File: src/rtl/simple_dma_controller.sv
// Bus-master DMA stage: moves 16-bit words between memory and the DMA device.
// Define DMA_CTRL_TIMEOUT_EN to abort transfers whose device stalls in WAIT_DEV.
module simple_dma_controller #(
    parameter logic [15:0] TIMEOUT_CYC = 16'd1024,
    parameter logic        PRIORITY    = 1'b0
) (
    input  logic        clk,
    input  logic        reset_n,
    input  logic        dma_rqst,
    input  logic        dma_rd_wr,
    input  logic [15:0] dma_start_address,
    input  logic [15:0] dma_num_words,
    input  logic        dev_ack,
    input  logic [15:0] dev_out,
    output logic [15:0] dev_in,
    output logic        dma_ack,
    output logic        dma_end_flag,
    output logic        dma_err,
    output logic [14:0] dma_addr,
    output logic [15:0] dma_din,
    output logic        dma_en,
    output logic [1:0]  dma_we,
    output logic        dma_priority,
    input  logic [15:0] dma_dout,
    input  logic        dma_ready,
    input  logic        dma_resp
);

    typedef enum logic [2:0] {
        S_IDLE, S_WAIT_DEV, S_BUS, S_RD_DATA, S_ACK, S_DONE
    } state_t;

    state_t      state;
    logic [14:0] addr;
    logic [15:0] cnt;
    logic [15:0] cnt_dec;
    logic        dir;
    logic        abort;
    logic        unused_inputs;

    assign cnt_dec       = cnt - 16'd1;
    assign dma_priority  = PRIORITY;
    assign unused_inputs = ^{dma_resp, dma_start_address[0], TIMEOUT_CYC};

`ifdef DMA_CTRL_TIMEOUT_EN
    logic [15:0] to_cnt;
    logic        to_hit;
    assign to_hit = (to_cnt == TIMEOUT_CYC - 16'd1);
`else
    assign dma_err = 1'b0;
`endif

    // Memory handshake: dma_en is held with a stable address/data until
    // dma_ready is 1; the word moves on the edge where both are 1.
    always_ff @(posedge clk) begin
        if (!reset_n) begin
            state        <= S_IDLE;
            addr         <= 15'd0;
            cnt          <= 16'd0;
            dir          <= 1'b0;
            abort        <= 1'b0;
            dev_in       <= 16'd0;
            dma_addr     <= 15'd0;
            dma_din      <= 16'd0;
            dma_we       <= 2'b00;
            dma_en       <= 1'b0;
            dma_ack      <= 1'b0;
            dma_end_flag <= 1'b0;
`ifdef DMA_CTRL_TIMEOUT_EN
            dma_err      <= 1'b0;
            to_cnt       <= 16'd0;
`endif
        end else begin
            dma_ack <= 1'b0;
            case (state)
                S_IDLE: begin
                    if (dma_rqst) begin
                        addr  <= dma_start_address[15:1];
                        cnt   <= dma_num_words;
                        dir   <= dma_rd_wr;
                        abort <= 1'b0;
`ifdef DMA_CTRL_TIMEOUT_EN
                        dma_err <= 1'b0;
                        to_cnt  <= 16'd0;
`endif
                        if (dma_num_words == 16'd0) begin
                            state        <= S_DONE;
                            dma_end_flag <= 1'b1;
                        end else begin
                            state <= S_WAIT_DEV;
                        end
                    end
                end
                S_WAIT_DEV: begin
                    if (!dma_rqst) begin
                        state <= S_IDLE;
                    end else if (dev_ack) begin
                        if (!dir) dma_din <= dev_out;
                        dma_en   <= 1'b1;
                        dma_addr <= addr;
                        dma_we   <= dir ? 2'b00 : 2'b11;
                        state    <= S_BUS;
                    end
`ifdef DMA_CTRL_TIMEOUT_EN
                    else if (to_hit) begin
                        state        <= S_DONE;
                        dma_end_flag <= 1'b1;
                        dma_err      <= 1'b1;
                    end else begin
                        to_cnt <= to_cnt + 16'd1;
                    end
`endif
                end
                S_BUS: begin
                    // A dropped request only takes effect once this word is acked.
                    if (!dma_rqst) abort <= 1'b1;
                    if (dma_ready) begin
                        dma_en <= 1'b0;
                        dma_we <= 2'b00;
                        if (dir) begin
                            state <= S_RD_DATA;
                        end else begin
                            state   <= S_ACK;
                            dma_ack <= 1'b1;
                        end
                    end
                end
                S_RD_DATA: begin
                    if (!dma_rqst) abort <= 1'b1;
                    dev_in  <= dma_dout;
                    dma_ack <= 1'b1;
                    state   <= S_ACK;
                end
                S_ACK: begin
                    addr <= addr + 15'd1;
                    cnt  <= cnt_dec;
`ifdef DMA_CTRL_TIMEOUT_EN
                    to_cnt <= 16'd0;
`endif
                    if (abort || !dma_rqst) begin
                        state <= S_IDLE;
                    end else if (cnt_dec == 16'd0) begin
                        state        <= S_DONE;
                        dma_end_flag <= 1'b1;
                    end else begin
                        state <= S_WAIT_DEV;
                    end
                end
                S_DONE: begin
                    if (!dma_rqst) begin
                        dma_end_flag <= 1'b0;
                        state        <= S_IDLE;
                    end
                end
                default: state <= S_IDLE;
            endcase
        end
    end

endmodule
File: config.mk
export PLATFORM = sky130hd
export DESIGN_NAME = simple_dma_controller
export DESIGN_NICKNAME = d
export VERILOG_FILES = /design/src/rtl/simple_dma_controller.sv
export SDC_FILE = /design/constraint.sdc
export NUM_CORES = 1
export LEC_CHECK = 0
export ABC_AREA = 1
export CAP_MARGIN = 40
export CORE_UTILIZATION = 24
export DETAILED_ROUTE_END_ITERATION = 6
export MAX_ROUTING_LAYER = met4
export SLEW_MARGIN = 10
export SYNTH_ARGS = -nofsm -noshare
export SYNTH_HDL_FRONTEND = slang
export SYNTH_SLANG_ARGS = --single-unit
File: constraint.sdc
create_clock -name clk -period 1.65 [get_ports clk]
set_clock_uncertainty 0.1 [all_clocks]
set_input_delay 0.33 -clock clk [delete_from_list [all_inputs] [get_ports clk]]
set_output_delay 0.33 -clock clk [all_outputs]
set_load 0.01 [all_outputs]
; ---- Word level (Yosys, flattened, before mapping)
; Index checks and enable logic that the tools add are counted.
[word_totals]
register_bits = 88
inputBits = 71
[op_classes]
n_addsub = 2
eq_ne = 15
mux = 35
bitwise_logic = 1
n_reduce_logical = 18
[op_table]
columns = operator, n
row1 = logical NOT 16 bit, 2
row2 = one-hot mux 16 bit (2 select lines), 1
row3 = one-hot mux 15 bit (2 select lines), 1
row4 = 2-to-1 mux 3 bit, 9
row5 = inequality test 2 bit (second input constant), 9
row6 = one-hot mux 3 bit (6 select lines), 1
row7 = 2-to-1 mux 16 bit, 1
row8 = subtractor 16 x 1 -> 16 bit (second input constant), 1
row9 = adder 15 x 1 -> 15 bit (second input constant), 1
row10 = 2-to-1 mux 15 bit, 1
row11 = 2-to-1 mux 1 bit, 12
row12 = AND reduction 4 bit, 3
row13 = 2-to-1 mux 2 bit, 4
row14 = == test 3 x 2 -> 1 bit (second input constant), 2
row15 = == test 3 bit (second input constant), 2
row16 = one-hot mux 1 bit (2 select lines), 3
row17 = AND reduction 3 bit, 2
row18 = AND reduction 6 bit, 1
row19 = nonzero test 2 bit, 3
row20 = one-hot mux 2 bit (2 select lines), 1
row21 = AND reduction 2 bit, 2
row22 = == test 3 x 1 -> 1 bit (second input constant), 1
row23 = logical NOT 3 bit, 1
row24 = inequality test 3 bit (second input constant), 1
row25 = other kinds (6), 6

; ---- Longest topological paths before layout
; Gate-level depths: netlist (run 1).
[logic_depth]
word_depth = 5
depth_mapped = 14
depth_no_buf = 14

; ---- Worst setup path before layout (run 1)
; No wires, ideal clock.
[synth_path]
path_type = register -> register
start = register cnt[0]
end = register dma_end_flag
setup_ns = 0.115
arrival_ns = 1.569
t_required_ns = 1.435
setup_slack_ns = -0.134
stages_incl_launch_ff = 12
period_less_slack_ns = 1.784
path_cell_list = dfxtp_1 inv_1 ha_1 nand2_4 xor2_1 nand2_1 nor2_1 nand2_1 nor2_2 nand3_2 a21oi_1 nor2_1
[synth_between]
elab_chain_len = 4
[synth_rtl]
columns = item, line
row1 = start: declaration, 35  ; logic [15:0] cnt;
row2 = start signal: assignment, 79  ; cnt <= dma_num_words;
row3 = start signal: assignment, 136  ; cnt <= cnt_dec;
row4 = subtractor 16 x 1 -> 16 bit, 41  ; assign cnt_dec = cnt - 16'd1;
row5 = logical NOT 16 bit, 142  ; end else if (cnt_dec == 16'd0) begin
row6 = inequality test 2 bit (no line), n/a
row7 = AND reduction 6 bit (no line), n/a
row8 = end signal: assignment, 68  ; dma_end_flag <= 1'b0;
row9 = end signal: assignment, 144  ; dma_end_flag <= 1'b1;
row10 = end signal: assignment, 151  ; dma_end_flag <= 1'b0;
row11 = end: declaration, 17  ; output logic dma_end_flag,
; Every way passes these cells.
; A chain may end at the register's enable or synchronous reset.

; ---- Worst setup path after layout (run 1)
[layout_path]
start = register cnt[1]
end = register dma_end_flag
; The elaborated chain is that of the path after synthesis.

==> results of run 1 <==
critical path, stage by stage (launching register included):
cell and delay (ns):
dfxtp_4 0.36, inv_4 0.06, ha_4 0.18, nand2_8 0.09
o21ai_1 0.12, nand2_1 0.08, nor2_1 0.16, nand3_2 0.14
nor2_4 0.12, nand3_2 0.09, a21oi_2 0.13, nor2_1 0.05
what timing repair did:
item	in CTS	in global routing
pin swaps	13	26
setup endpoints to repair	62	71
cloned	0	4
buffers inserted	5	15
gates resized for setup	77	106
power groups by stage:
stage	sequential (mW)	combinational, mW	clock [mW]
floorplan	2.49	1.02	0
global placement	2.47	1.96	0
detailed placement	2.47	1.96	0
CTS	2.44	1.99	2.15
global route	2.49	2.66	2.24
finish	2.46	2.45	2.08
synthesized netlist by cell type:
cell type / n
nor2_1: 124
nand2_1: 90
dfxtp_1: 87
o21ai_0: 66
inv_1: 54
a21oi_1: 39
nand3_1: 28
clkbuf_1: 12
a31oi_1: 10
buf_2: 8
inv_2: 8
nor2_4: 8
nor2_2: 7
nor3_1: 7
o21ai_1: 7
o211ai_1: 5
o22ai_1: 5
buf_4: 4
nand2_2: 4
o221ai_1: 4
xor2_1: 4
ha_1: 3
a211oi_1: 2
a221oi_1: 2
buf_6: 2
nand2_4: 2
nand3_2: 2
nand3b_1: 2
nand4_1: 2
nor2_8: 2
nor4_1: 2
a2111oi_0: 1
a21oi_2: 1
buf_1: 1
clkinv_1: 1
conb_1: 1
nor4_2: 1
o2111ai_1: 1
o211a_1: 1
o21ai_2: 1
sequential cells by signal, summed over array words and instances (netlist names), 3 cells and up:
signal and cells:
cnt 16, dma_din 16, addr 15, dma_addr 15, dev_in 16, state 3
metrics by stage:
stage          util [%]  setup TNS, ns  std cells  cell area [µm²]  power, mW
3_3_place_gp       36.1         -18.14       1013             6270       4.43
3_5_place_dp       36.1         -19.74       1013             6270       4.44
6_report           41.7         -0.335       1053             7230       6.99
5_1_grt            41.7          -2.62       1053             7230       7.39
2_1_floorplan         -     -0.0000195        612             4300       3.51
4_1_cts            38.2         -0.454       1033             6620       6.58
final cells by class:
| class | instances | area (µm²) |
|---|---|---|
| Clock inverter | 4 | 55.1 |
| Antenna cell | 1 | 2.50 |
| Timing Repair Buffer | 225 | 2100 |
| Clock buffer | 12 | 236 |
| Multi-Input combinational cell | 435 | 2520 |
| Fill cell | 1758 | 10100 |
| Timing Repair inverter | 1 | 8.76 |
| Tap cell | 225 | 282 |
| Inverter | 63 | 264 |
| Sequential cell | 87 | 1760 |
metal layers:
metal	part of all wire, %	vias up	global-route usage, %
li1	-	2437	-
met1	47	2108	19.9
met2	46	138	24.4
met3	5.7	14	3.70
met4	1.4	0	5.06
met5	0	-	-
cell families (layout without fill, tap and decap cells):
group	count (synthesis)	count (layout)
and+or+nand+nor	281	281
AOI/OAI and AO/OA	145	145
buffers and inverters	90	305
DFF	87	87
xor gates and xnor gates	4	4
adders and majority gates	3	3
other	1	3
worst paths after layout:
kind	from	end	slack (ns)	cells past startpoint
setup / recovery	cnt[1]	dma_end_flag	-0.14	11
hold / removal	reset_n	cnt[0]	0.25	3
setup reg to reg	cnt[1]	dma_end_flag	-0.14	11
hold reg to reg	addr[14]	addr[14]	0.37	2
==> impl_metrics.tcl, run 1 <==
set metrics [dict create \
    status "finished, violations left" \
    violations "setup timing" \
    grt_pass1_wl_mm 21.8 \
    rsz0062_at_grt "true" \
    hp-class "in -> reg" \
    drtIter0Drc 272 \
    htreeDepth 3 \
    ys_types 40 \
    wl_per_cell_um 13.5 \
    worstSetupPathType "reg -> reg" \
    setup_viol 8 \
    hpwl_mm 9.61 \
    worst_skew_pair.late_latency_ns 0.35 \
    final_antenna_net_count 0 \
    synth_area_leaders "dfxtp_1, nor2_1, nand2_1, o21ai_0, inv_1" \
    dp_slack_ns -0.426 \
    slew_violations 0 \
    cts_root_buf "clkbuf_16" \
    rows 48 \
    die_area_um2 18300 \
    antenna_found_initial 1 \
    mostFrequentLayoutCells "nor2_1, buf_4, nand2_1, dfxtp_1, clkdlybuf4s50_1" \
    gr-total-overflow 0 \
    nNetsFinal 896 \
    p_sw_mw 2.31 \
    max-vdd-ir-drop_mv 0.617 \
    gr-usage-all-layers_pct 15.7 \
    synth_seq_cells 87 \
    cp-start-kind "register" \
    yosys.area.top_type "dfxtp_1" \
    syn_area_per_cell_um2 6.99 \
    maxSlewHeadroom_pct 63.7 \
    cts_tree "built" \
    vias_per_cell 4.46 \
    firstDrtPassIters 5 \
    worstSetupEndpointType "register" \
    seqPwrFrac_pct 35.2 \
    synth_xor_area_share_pct 0.820 \
    fin_crit_ns 1.79 \
    wl_mm 14.2 \
    yosysSeqAreaShare_pct 40.8 \
    p_clk_share_pct 29.8 \
    critical_path.max_fanout 5 \
    max_freq_mhz 559 \
    powerDensity_nw_per_um2 966 \
    synthCells 611 \
    routabilityCongestion 0.861 \
    synth_fa_ha_area_share_pct 0.878 \
    clockBufferDepth 2 \
    hold_ws_ns 0.246 \
    power.internal_mw 4.67 \
    p_leak_nw 3.40 \
    grt_max_degree 31 \
    layout_commonest_cell "nor2_1" \
    clock_sinks 87 \
    ioPinCount 125 \
    synth_area_um2 4270 \
    vias 4697 \
    drc 0 \
    initial_core_util_pct 24.6 \
    muxShareOfSynthArea_pct 0 \
    grt_pass1_vias 4459 \
    area_growth_pct 69.3 \
    fin_crit_sh_pct 108 \
    hold_violations 0 \
    required_ns 1.79 \
    cap_violations 0 \
    chipHeight_um 135 \
    synth_top_area_share_pct 40.8 \
    cts.clk_slew.worst_paths_ns 0.06 \
    layout-drive-gt1-share_pct 27.2 \
    core_um2 17400 \
    synth_top_family_by_area "simple AND/OR/NAND/NOR gates" \
    arrival_ns 1.93 \
    die_width_um 135 \
    cts_buffers 9 \
    setup_ws_ns -0.138 \
    io_buffers 120 \
    comb_power_share_pct 35.0 \
    synth_compound_area_share_pct 18.8 \
    yosys.area_share.simple_pct 29.8 \
    ctsHoldBuffers 0 \
    worst_slew_pin_slew_ns 0.543 \
    p_sw_share_pct 33.1 \
    yosys_warnings 0 \
]
Note: power is estimated with default switching activity, not from simulation.
==> inputs of run 2 (changes only) <==
- CORE_MARGIN: not set -> 5
- SETUP_SLACK_MARGIN: not set -> 0.4
==> run 2 against run 1 <==
- the flow still finishes with violations (setup timing)
- sequential share of layout area down 2.2 points
- clock-buffer cell count fell by 2
- first-iteration DRC count shrank 27%
- final area increased by 15%
- critical path type unchanged
- largest cell class unchanged
==> impl_metrics.tcl, run 2 (same netlist as run 1, synthesis figures left out) <==
set metrics [dict create \
    fin_crit_ns 1.79 \
    seqPwrFrac_pct 33.5 \
    num-fill-cells 1649 \
    wl_per_cell_um 14.3 \
    die_width_um 143 \
    routabilityCongestion 0.871 \
    p_sw_mw 2.50 \
    arrival_ns 1.97 \
    worstSetupPathType "reg -> reg" \
    vias 4999 \
    powerDensity_nw_per_um2 894 \
    cts.clk_slew.worst_paths_ns 0.07 \
    worst_skew_pair.late_latency_ns 0.34 \
    top_regs "cnt x16, dev_in x16, dma_din x16" \
    ioPinCount 125 \
    hpwl_mm 10.1 \
    cts_buffers 9 \
    use_met2_pct 24.9 \
    slew_violations 0 \
    grt.busiest_layer "met2" \
    r2r_cells 14 \
    vias_per_cell 4.55 \
    initial_core_util_pct 24.6 \
    comb_power_share_pct 37.2 \
    clockBufferDepth 2 \
    htreeDepth 3 \
    gr-usage-all-layers_pct 15.4 \
    mostFrequentLayoutCells "buf_4, nor2_1, nand2_1, buf_6, clkdlybuf4s50_1" \
    insertedDiodeCount 0 \
    cp-start-kind "register" \
    total_power_mw 7.45 \
    nNetsFinal 943 \
    met3_usage_pct 3.99 \
    rsz0062_at_grt "true" \
    cap_violations 0 \
    final_antenna_net_count 0 \
    hold_ws_ns 0.295 \
    hp-class "in -> reg" \
    required_ns 1.82 \
    wl_mm 15.7 \
    firstDrtPassIters 4 \
    io_buffers 120 \
    fin_cells 1099 \
    dp_cells 1013 \
    ff_latch_area_um2 1840 \
    gr-total-overflow 0 \
    rows 48 \
    fin_setup_tns_ns -0.286 \
    drc 0 \
    rr_startpoint "cnt[1]" \
    r2r_setup_slack_ns -0.14 \
    grt_pass1_wl_mm 24.5 \
    drtIter0Drc 198 \
    worstSetupEndpointType "register" \
    setup_ws_ns -0.144 \
    grt_max_degree 61 \
    r2r_end "state[2]" \
    endpoint "state[2]" \
    max-vdd-ir-drop_mv 0.480 \
    status "finished, violations left" \
    p_leak_nw 3.53 \
    setup_viol 2 \
    p_clk_share_pct 29.4 \
    p_sw_share_pct 33.5 \
    clock_sinks 87 \
    core_um2 17400 \
    critical_path.max_fanout 5 \
    cts_root_buf "clkbuf_16" \
    power.internal_mw 4.95 \
    layout_commonest_cell "buf_4" \
    violations "setup timing" \
    fin_crit_sh_pct 109 \
    multi_input_area_um2 2890 \
    cts_tree "built" \
    antenna_found_initial 0 \
    met1_usage_pct 19.0 \
    chipHeight_um 143 \
    max_freq_mhz 557 \
    startpoint "cnt[1]" \
    area_growth_pct 94.9 \
    die_area_um2 20600 \
    hold_violations 0 \
    layout-drive-gt1-share_pct 51.0 \
    grt_pass1_vias 4948 \
]
[run 2: changes by cell type in the layout (fill, tap and decap cells not counted), sizes merged]
| cell | before | now |
|---|---|---|
| buf | 103 | 203 |
| dlymetal6s2s | 6 | 0 |
| dlygate4sd2 | 47 | 1 |
| clkbuf | 15 | 10 |
| inv | 62 | 66 |
| diode | 1 | 0 |
[run 2: area by class of cell]
cell class / count / share of cell area, %
multi-input combinational: 435 / 34.7
timing repair inverter: 3 / 0.541
sequential: 87 / 22.1
inverter: 63 / 3.71
timing repair buffer: 270 / 31.8
clock inverter: 6 / 0.916
clock buffer: 10 / 2.87
tap: 225 / 3.38
[run 2: worst max-delay path, stage by stage (launching register included)]
cell and delay [ns]:
dfxtp_2 0.34, inv_2 0.07, ha_4 0.17, nand2_8 0.08, nor2_4 0.14, nand2_1 0.06, nand2_1 0.07, nand2_2 0.06
nor2_1 0.11, nand2_1 0.09, nor2_4 0.13, nand3_2 0.09, nand2_1 0.06, nand2_1 0.05, a21oi_2 0.10
[run 2: timing repair]
item                                   4_1_cts  5_1_grt
buffers inserted                            33       31
pin swaps                                   77       25
endpoints found under the hold margin        0        0
resized for setup                          522       73
setup endpoints to repair                  137      134
hold buffers                                 0        0
cloned                                       6        0
[run 2: worst min-delay path by stage]
| stage | start | slack (ns) | cells past startpoint | to |
|---|---|---|---|---|
| after floorplan | addr[14] | 0.34 | 2 | addr[14] |
| after global routing | reset_n | 0.30 | 3 | dma_we[0] |
| after detailed placement | addr[14] | 0.36 | 2 | addr[14] |
| final | reset_n | 0.30 | 3 | dma_we[0] |
| after CTS | reset_n | 0.25 | 3 | dma_we[0] |
| after global placement | addr[14] | 0.35 | 2 | addr[14] |
[run 2: metal layers]
| metal | vias to the layer above | wire length (µm) |
|---|---|---|
| li1 | 2541 | - |
| met1 | 2298 | 6860 |
| met2 | 145 | 7670 |
| met3 | 15 | 988 |
| met4 | 0 | 226 |
| met5 | - | 0 |
[run 2: metrics by stage]
step / setup WS, ns / instance area, µm² / util [%]
floorplan: 0.0326 / 4450 / -
global placement: -0.503 / 6390 / 36.8
detailed placement: -0.505 / 6390 / 36.8
CTS: -0.134 / 7760 / 44.7
global route: -0.302 / 8330 / 48.0
finish: -0.144 / 8330 / 48.0
[run 2: power groups by stage]
stage	registers [mW]	logic, mW	clock network, mW
floorplan	2.50	1.09	0
CTS	2.48	2.52	2.25
global placement	2.48	2.02	0
global route	2.52	3.01	2.34
detailed placement	2.48	2.03	0
finish	2.49	2.77	2.19
